`src/rtl/fetch_pkg.sv`:
```
// Shared types and defaults for the instruction fetch stage.
package fetch_pkg;

  localparam int unsigned FETCH_W = 32;

  localparam logic [FETCH_W-1:0] FETCH_RESET_PC = 32'h0000_0000;
  localparam logic [FETCH_W-1:0] FETCH_NOP_WORD = 32'h0000_0000;

  typedef enum logic [1:0] {
    ST_BOOT  = 2'd0,
    ST_RUN   = 2'd1,
    ST_REDIR = 2'd2
  } fetch_state_e;

  // Increment that sticks at the all-ones value instead of wrapping.
  function automatic logic [FETCH_W-1:0] sat_inc(input logic [FETCH_W-1:0] v);
    return (v == {FETCH_W{1'b1}}) ? v : v + FETCH_W'(1);
  endfunction

endpackage

```
`src/rtl/fetch_perf_counters.sv`:
```
// Saturating fetch / flush event counters for the fetch stage (FETCH_PERF_EN builds).
module fetch_perf_counters
  import fetch_pkg::*;
(
  input  logic               clk,
  input  logic               rst,
  input  logic               i_fetch_inc,
  input  logic               i_flush_inc,
  output logic [FETCH_W-1:0] o_perf_fetched,
  output logic [FETCH_W-1:0] o_perf_flushed
);

  logic [FETCH_W-1:0] r_fetched;
  logic [FETCH_W-1:0] r_flushed;

  always_ff @(posedge clk or posedge rst) begin
    if (rst) begin
      r_fetched <= '0;
      r_flushed <= '0;
    end else begin
      if (i_fetch_inc) r_fetched <= sat_inc(r_fetched);
      if (i_flush_inc) r_flushed <= sat_inc(r_flushed);
    end
  end

  assign o_perf_fetched = r_fetched;
  assign o_perf_flushed = r_flushed;

endmodule

```
`src/rtl/instruction_fetch.sv`:
```
// Instruction fetch stage: PC register, IF/ID pipeline register and redirect handling.
// Optional performance counters are enabled by defining FETCH_PERF_EN.
module instruction_fetch
  import fetch_pkg::*;
#(
  parameter logic [FETCH_W-1:0] RESET_PC = FETCH_RESET_PC,
  parameter logic [FETCH_W-1:0] NOP_WORD = FETCH_NOP_WORD
) (
  input  logic               clk,
  input  logic               rst,
  input  logic               i_stall,
  input  logic               i_redirect,
  input  logic [FETCH_W-1:0] i_redirect_target,
  input  logic               i_flush,
  output logic [FETCH_W-1:0] o_imem_addr,
  input  logic [FETCH_W-1:0] i_imem_instr,
  output logic [FETCH_W-1:0] o_ifid_instr,
  output logic [FETCH_W-1:0] o_ifid_pc,
  output logic [FETCH_W-1:0] o_ifid_pc_plus1,
`ifdef FETCH_PERF_EN
  output logic               o_ifid_valid,
  output logic [FETCH_W-1:0] o_perf_fetched,
  output logic [FETCH_W-1:0] o_perf_flushed
`else
  output logic               o_ifid_valid
`endif
);

  fetch_state_e       r_state;
  logic [FETCH_W-1:0] r_pc;
  logic [FETCH_W-1:0] r_ifid_instr;
  logic [FETCH_W-1:0] r_ifid_pc;
  logic [FETCH_W-1:0] r_ifid_pc_plus1;
  logic               r_ifid_valid;

  // Redirect beats stall and flush; flush bubbles IF/ID but still lets the PC advance.
  always_ff @(posedge clk or posedge rst) begin
    if (rst) begin
      r_state         <= ST_BOOT;
      r_pc            <= RESET_PC;
      r_ifid_instr    <= NOP_WORD;
      r_ifid_pc       <= '0;
      r_ifid_pc_plus1 <= '0;
      r_ifid_valid    <= 1'b0;
    end else begin
      case (r_state)
        ST_BOOT: r_state <= ST_RUN;
        default: begin
          if (i_redirect) begin
            r_pc         <= i_redirect_target;
            r_ifid_valid <= 1'b0;
            r_ifid_instr <= NOP_WORD;
            r_state      <= ST_REDIR;
          end else begin
            r_state <= ST_RUN;
            if (i_flush) begin
              r_ifid_valid <= 1'b0;
              r_ifid_instr <= NOP_WORD;
            end else if (!i_stall) begin
              r_ifid_valid    <= 1'b1;
              r_ifid_instr    <= i_imem_instr;
              r_ifid_pc       <= r_pc;
              r_ifid_pc_plus1 <= r_pc + FETCH_W'(1);
            end
            if (!i_stall) r_pc <= r_pc + FETCH_W'(1);
          end
        end
      endcase
    end
  end

  assign o_imem_addr     = r_pc;
  assign o_ifid_instr    = r_ifid_instr;
  assign o_ifid_pc       = r_ifid_pc;
  assign o_ifid_pc_plus1 = r_ifid_pc_plus1;
  assign o_ifid_valid    = r_ifid_valid;

`ifdef FETCH_PERF_EN
  logic w_active;
  logic w_fetch_inc;
  logic w_flush_inc;

  // Count fresh captures, and bubbles that actually kill a valid entry.
  assign w_active    = (r_state != ST_BOOT);
  assign w_fetch_inc = w_active & ~i_redirect & ~i_flush & ~i_stall;
  assign w_flush_inc = w_active & (i_redirect | i_flush) & r_ifid_valid;

  fetch_perf_counters u_perf (
    .clk            (clk),
    .rst            (rst),
    .i_fetch_inc    (w_fetch_inc),
    .i_flush_inc    (w_flush_inc),
    .o_perf_fetched (o_perf_fetched),
    .o_perf_flushed (o_perf_flushed)
  );
`endif

endmodule
```
`config.mk`:
```
export PLATFORM = sky130hd
export DESIGN_NAME = instruction_fetch
export DESIGN_NICKNAME = d
export VERILOG_FILES = /design/src/rtl/fetch_pkg.sv /design/src/rtl/fetch_perf_counters.sv /design/src/rtl/instruction_fetch.sv
export SDC_FILE = /design/constraint.sdc
export NUM_CORES = 1
export LEC_CHECK = 0
export CORE_MARGIN = 5
export CORE_UTILIZATION = 50
export CTS_CLUSTER_SIZE = 16
export DETAILED_ROUTE_END_ITERATION = 8
export PLACE_DENSITY = 0.86
export SYNTH_ARGS = -nofsm -noshare
export SYNTH_HDL_FRONTEND = slang
export SYNTH_HIERARCHICAL = 1
export SYNTH_SLANG_ARGS = --single-unit
```
`constraint.sdc`:
```
create_clock -name clk -period 9.9 [get_ports clk]
set_clock_uncertainty 0.05 [all_clocks]
set_input_delay 1.485 -clock clk [delete_from_list [all_inputs] [get_ports clk]]
set_output_delay 1.485 -clock clk [all_outputs]
set_load 0.05 [all_outputs]
```
==> results_dict.tcl <==
set metrics [dict create \
    finalHoldViolCount 0 \
    critPathArrivalTime_ns 5.27 \
    startpoint "i_redirect" \
    synth_edf_count 0 \
    drive_gt1_share_pct 6.38 \
    ant_nets 0 \
    p_leak_nw 3.71 \
    cts_root_buffer "clkbuf_16" \
    final_common_cell "clkdlybuf4s50_1" \
    dp_hpwl_um 11800 \
    maxSlewViolCount 0 \
    finalSetupViolations 0 \
    cp_num_buf_inv 2 \
    crit_family "compound AO/OA/AOI/OAI gates" \
    die_w_um 120 \
    fin_crit_sh_pct 50.7 \
    grt_util_all_layers_pct 24.4 \
    tightest_slew_ns 1.33 \
    setup_tns_ns 0 \
    synth.distinct_cells 53 \
    grt_max_degree 101 \
    maxCapViolations 0 \
    synthCells 619 \
    hold_path_class "register to register" \
    yosysSeqAreaShare_pct 54.4 \
    peakVddDrop_v 0.000148 \
    final_cell_mix "clkdlybuf4s50_1, nand2_1, dfrtp_1, o21ai_0, a22o_1" \
    syn_avg_cell_area_sq_um 9.74 \
    required_ns 10.15 \
    row_count 40 \
    numCtsBuffers 17 \
    vias 5379 \
    die_h_um 120 \
    grt_pass1_vias 5365 \
    power.density_mw_per_mm2 243 \
    syn_to_final_growth_pct 42.2 \
    cts_tree "built" \
    outcome "completed" \
    synth_area_sq_mm 0.00603 \
    worstHoldStart "o_ifid_valid" \
    crit_path_top_delay_cell "a21oi_2" \
    slowest_delay_ns 1.33 \
    fin_nets 856 \
    fin_crit_ns 5.02 \
    holdBufCountCts 0 \
    reg2reg_from "o_imem_addr[0]" \
    met1_usage_pct 32.2 \
    htreeDepth 4 \
    ys.flop_type "dfrtp_1" \
    rsz0062_at_grt "false" \
    async_flop_share_pct 100 \
    clock_path_buffers 2 \
    crit_path_cell_trace "buf_2 > clkinv_1 > a21oi_2 > o21ai_0 > a22o_1" \
    syn_nets 689 \
    clkLatencyLatePin_ns 0.42 \
    design.die.area_sq_mm 0.0144 \
    first_iter_violations 472 \
    endpoint_kind "register" \
    drc_errors 0 \
    clkTransAtPathRegs_ns 0.05 \
    pin_count 198 \
    worstSetupStartpointType "input pin" \
    detail_route.first_pass.iterations 5 \
    design.core.area_sq_mm 0.0119 \
    grt_use_met2_pct 37.5 \
    via_per_inst 5.69 \
    ys_ff_latch 131 \
    io_buffers 197 \
    post_cts.resized_instances 0 \
    placed_cells 914 \
    yosys_warnings 6 \
    totalPowerFinal_mw 2.08 \
    worstSetupPathType "input pin to register" \
    gr-total-overflow 0 \
    wire_per_inst_um 18.3 \
    grt_pass1_wl_um 27900 \
    antenna_found_initial 0 \
    stdcell_count 946 \
    start_util_pct 50.6 \
    busiest_layer "met2" \
    critPathMaxFanout 60 \
    max_freq_ghz 0.199 \
    place_congestion 0.886 \
    clock-sinks 131 \
    maxSlewHeadroom_pct 11.2 \
    drt_wl_total_um 17400 \
    antennaDiodeCount 0 \
    met3_usage_pct 7.82 \
    post-cts-setup-buffers 0 \
]
==> registers in the layout, summed over array words and instances, names as in the netlist <==
signal,count
o_ifid_instr,32
o_ifid_pc,32
o_ifid_pc_plus1,32
o_imem_addr,32
r_state,2
o_ifid_valid,1
==> cells in the mapped netlist (2+ instances only) <==
cell      instances  area, sq um
a22o_1           36          315
a21o_1            2         15.0
nor4_2            5         62.6
a32oi_1           2         17.5
xnor2_1          23          201
a21oi_1          16         80.1
nand4_1           5         31.3
a31oi_1          10         62.6
o22a_1            7         61.3
o21ai_1           4         20.0
xor2_1            7         61.3
nor4_4            2         42.5
or4_1             3         22.5
and4_1            3         26.3
nor2_1           21         78.8
o21ai_0          51          255
nor3_1           13         65.1
o311ai_1          2         17.5
nand2_1         144          541
nor3b_1           2         15.0
and3_1           10         62.6
inv_1             8         30.0
clkbuf_1         39          146
and4_4            2         22.5
dfrtp_1         131         3280
o22ai_1           2         12.5
a22oi_1           2         15.0
mux2i_1           2         20.0
o21a_1            9         67.6
and2_1            2         12.5
buf_2            11         55.1
nand3_1          18         90.1
nor4_1            5         31.3
==> area by class of cell <==
cell class                      instances  area, sq um
Inverter                                9         38.8
Sequential cell                       131         3280
Multi-Input combinational cell        427         2540
Tap cell                              147          184
Clock buffer                           27          493
Fill cell                             832         3340
Timing Repair Buffer                  200         1990
Clock inverter                          5         50.0
==> path summary, 6_finish.rpt <==
| path | end | slack [ns] | cells after the start |
|---|---|---|---|
| max in group asynchronous | o_ifid_pc_plus1[24] | 6.98 | 3 |
| setup / recovery | o_imem_addr[10] | 4.88 | 5 |
| setup reg to reg | o_ifid_pc_plus1[30] | 7.45 | 5 |
| hold / removal | o_ifid_valid | 0.42 | 2 |
| min in group asynchronous | o_ifid_instr[13] | 1.47 | 2 |
| hold reg to reg | o_ifid_valid | 0.42 | 2 |
==> tightest hold or removal path, cell delays in order (launching register included) <==
cell     delay, ns
dfrtp_1       0.33
nand2_1       0.05
nand2_1       0.06
==> stage by stage <==
stage	worst slack, ns	hold slack (ns)	util [%]	area, sq um
2_1_floorplan	4.87	0.651	-	6030
3_3_place_gp	4.82	0.409	67.4	8030
3_5_place_dp	4.56	0.414	67.4	8030
4_1_cts	5.02	0.427	72.0	8570
5_1_grt	4.63	0.441	72.0	8570
6_report	4.88	0.424	72.0	8570
==> layer usage <==
metal / vias up / share of wire (%) / routed length, um
li1: 2500 / - / -
met1: 2584 / 43 / 7410
met2: 263 / 46 / 8020
met3: 32 / 8.9 / 1550
met4: 0 / 2.2 / 380
met5: - / 0 / 0
==> logic make-up after synthesis <==
family | count (synthesis) | share of synthesized area, %
simple gates | 243 | 19.7
compound gates | 151 | 16.8
flops | 131 | 54.4
buf+inv | 61 | 4.17
xor+xnor | 30 | 4.36
mux | 2 | 0.332
fa+ha+maj | 1 | 0.207
==> report_power, final <==
group | internal [mW] | switching [mW]
logic | 0.259 | 0.515
clock network | 0.363 | 0.214
registers | 0.634 | 0.0987
total | 1.26 | 0.828
Note: power is estimated with default switching activity, not from simulation.
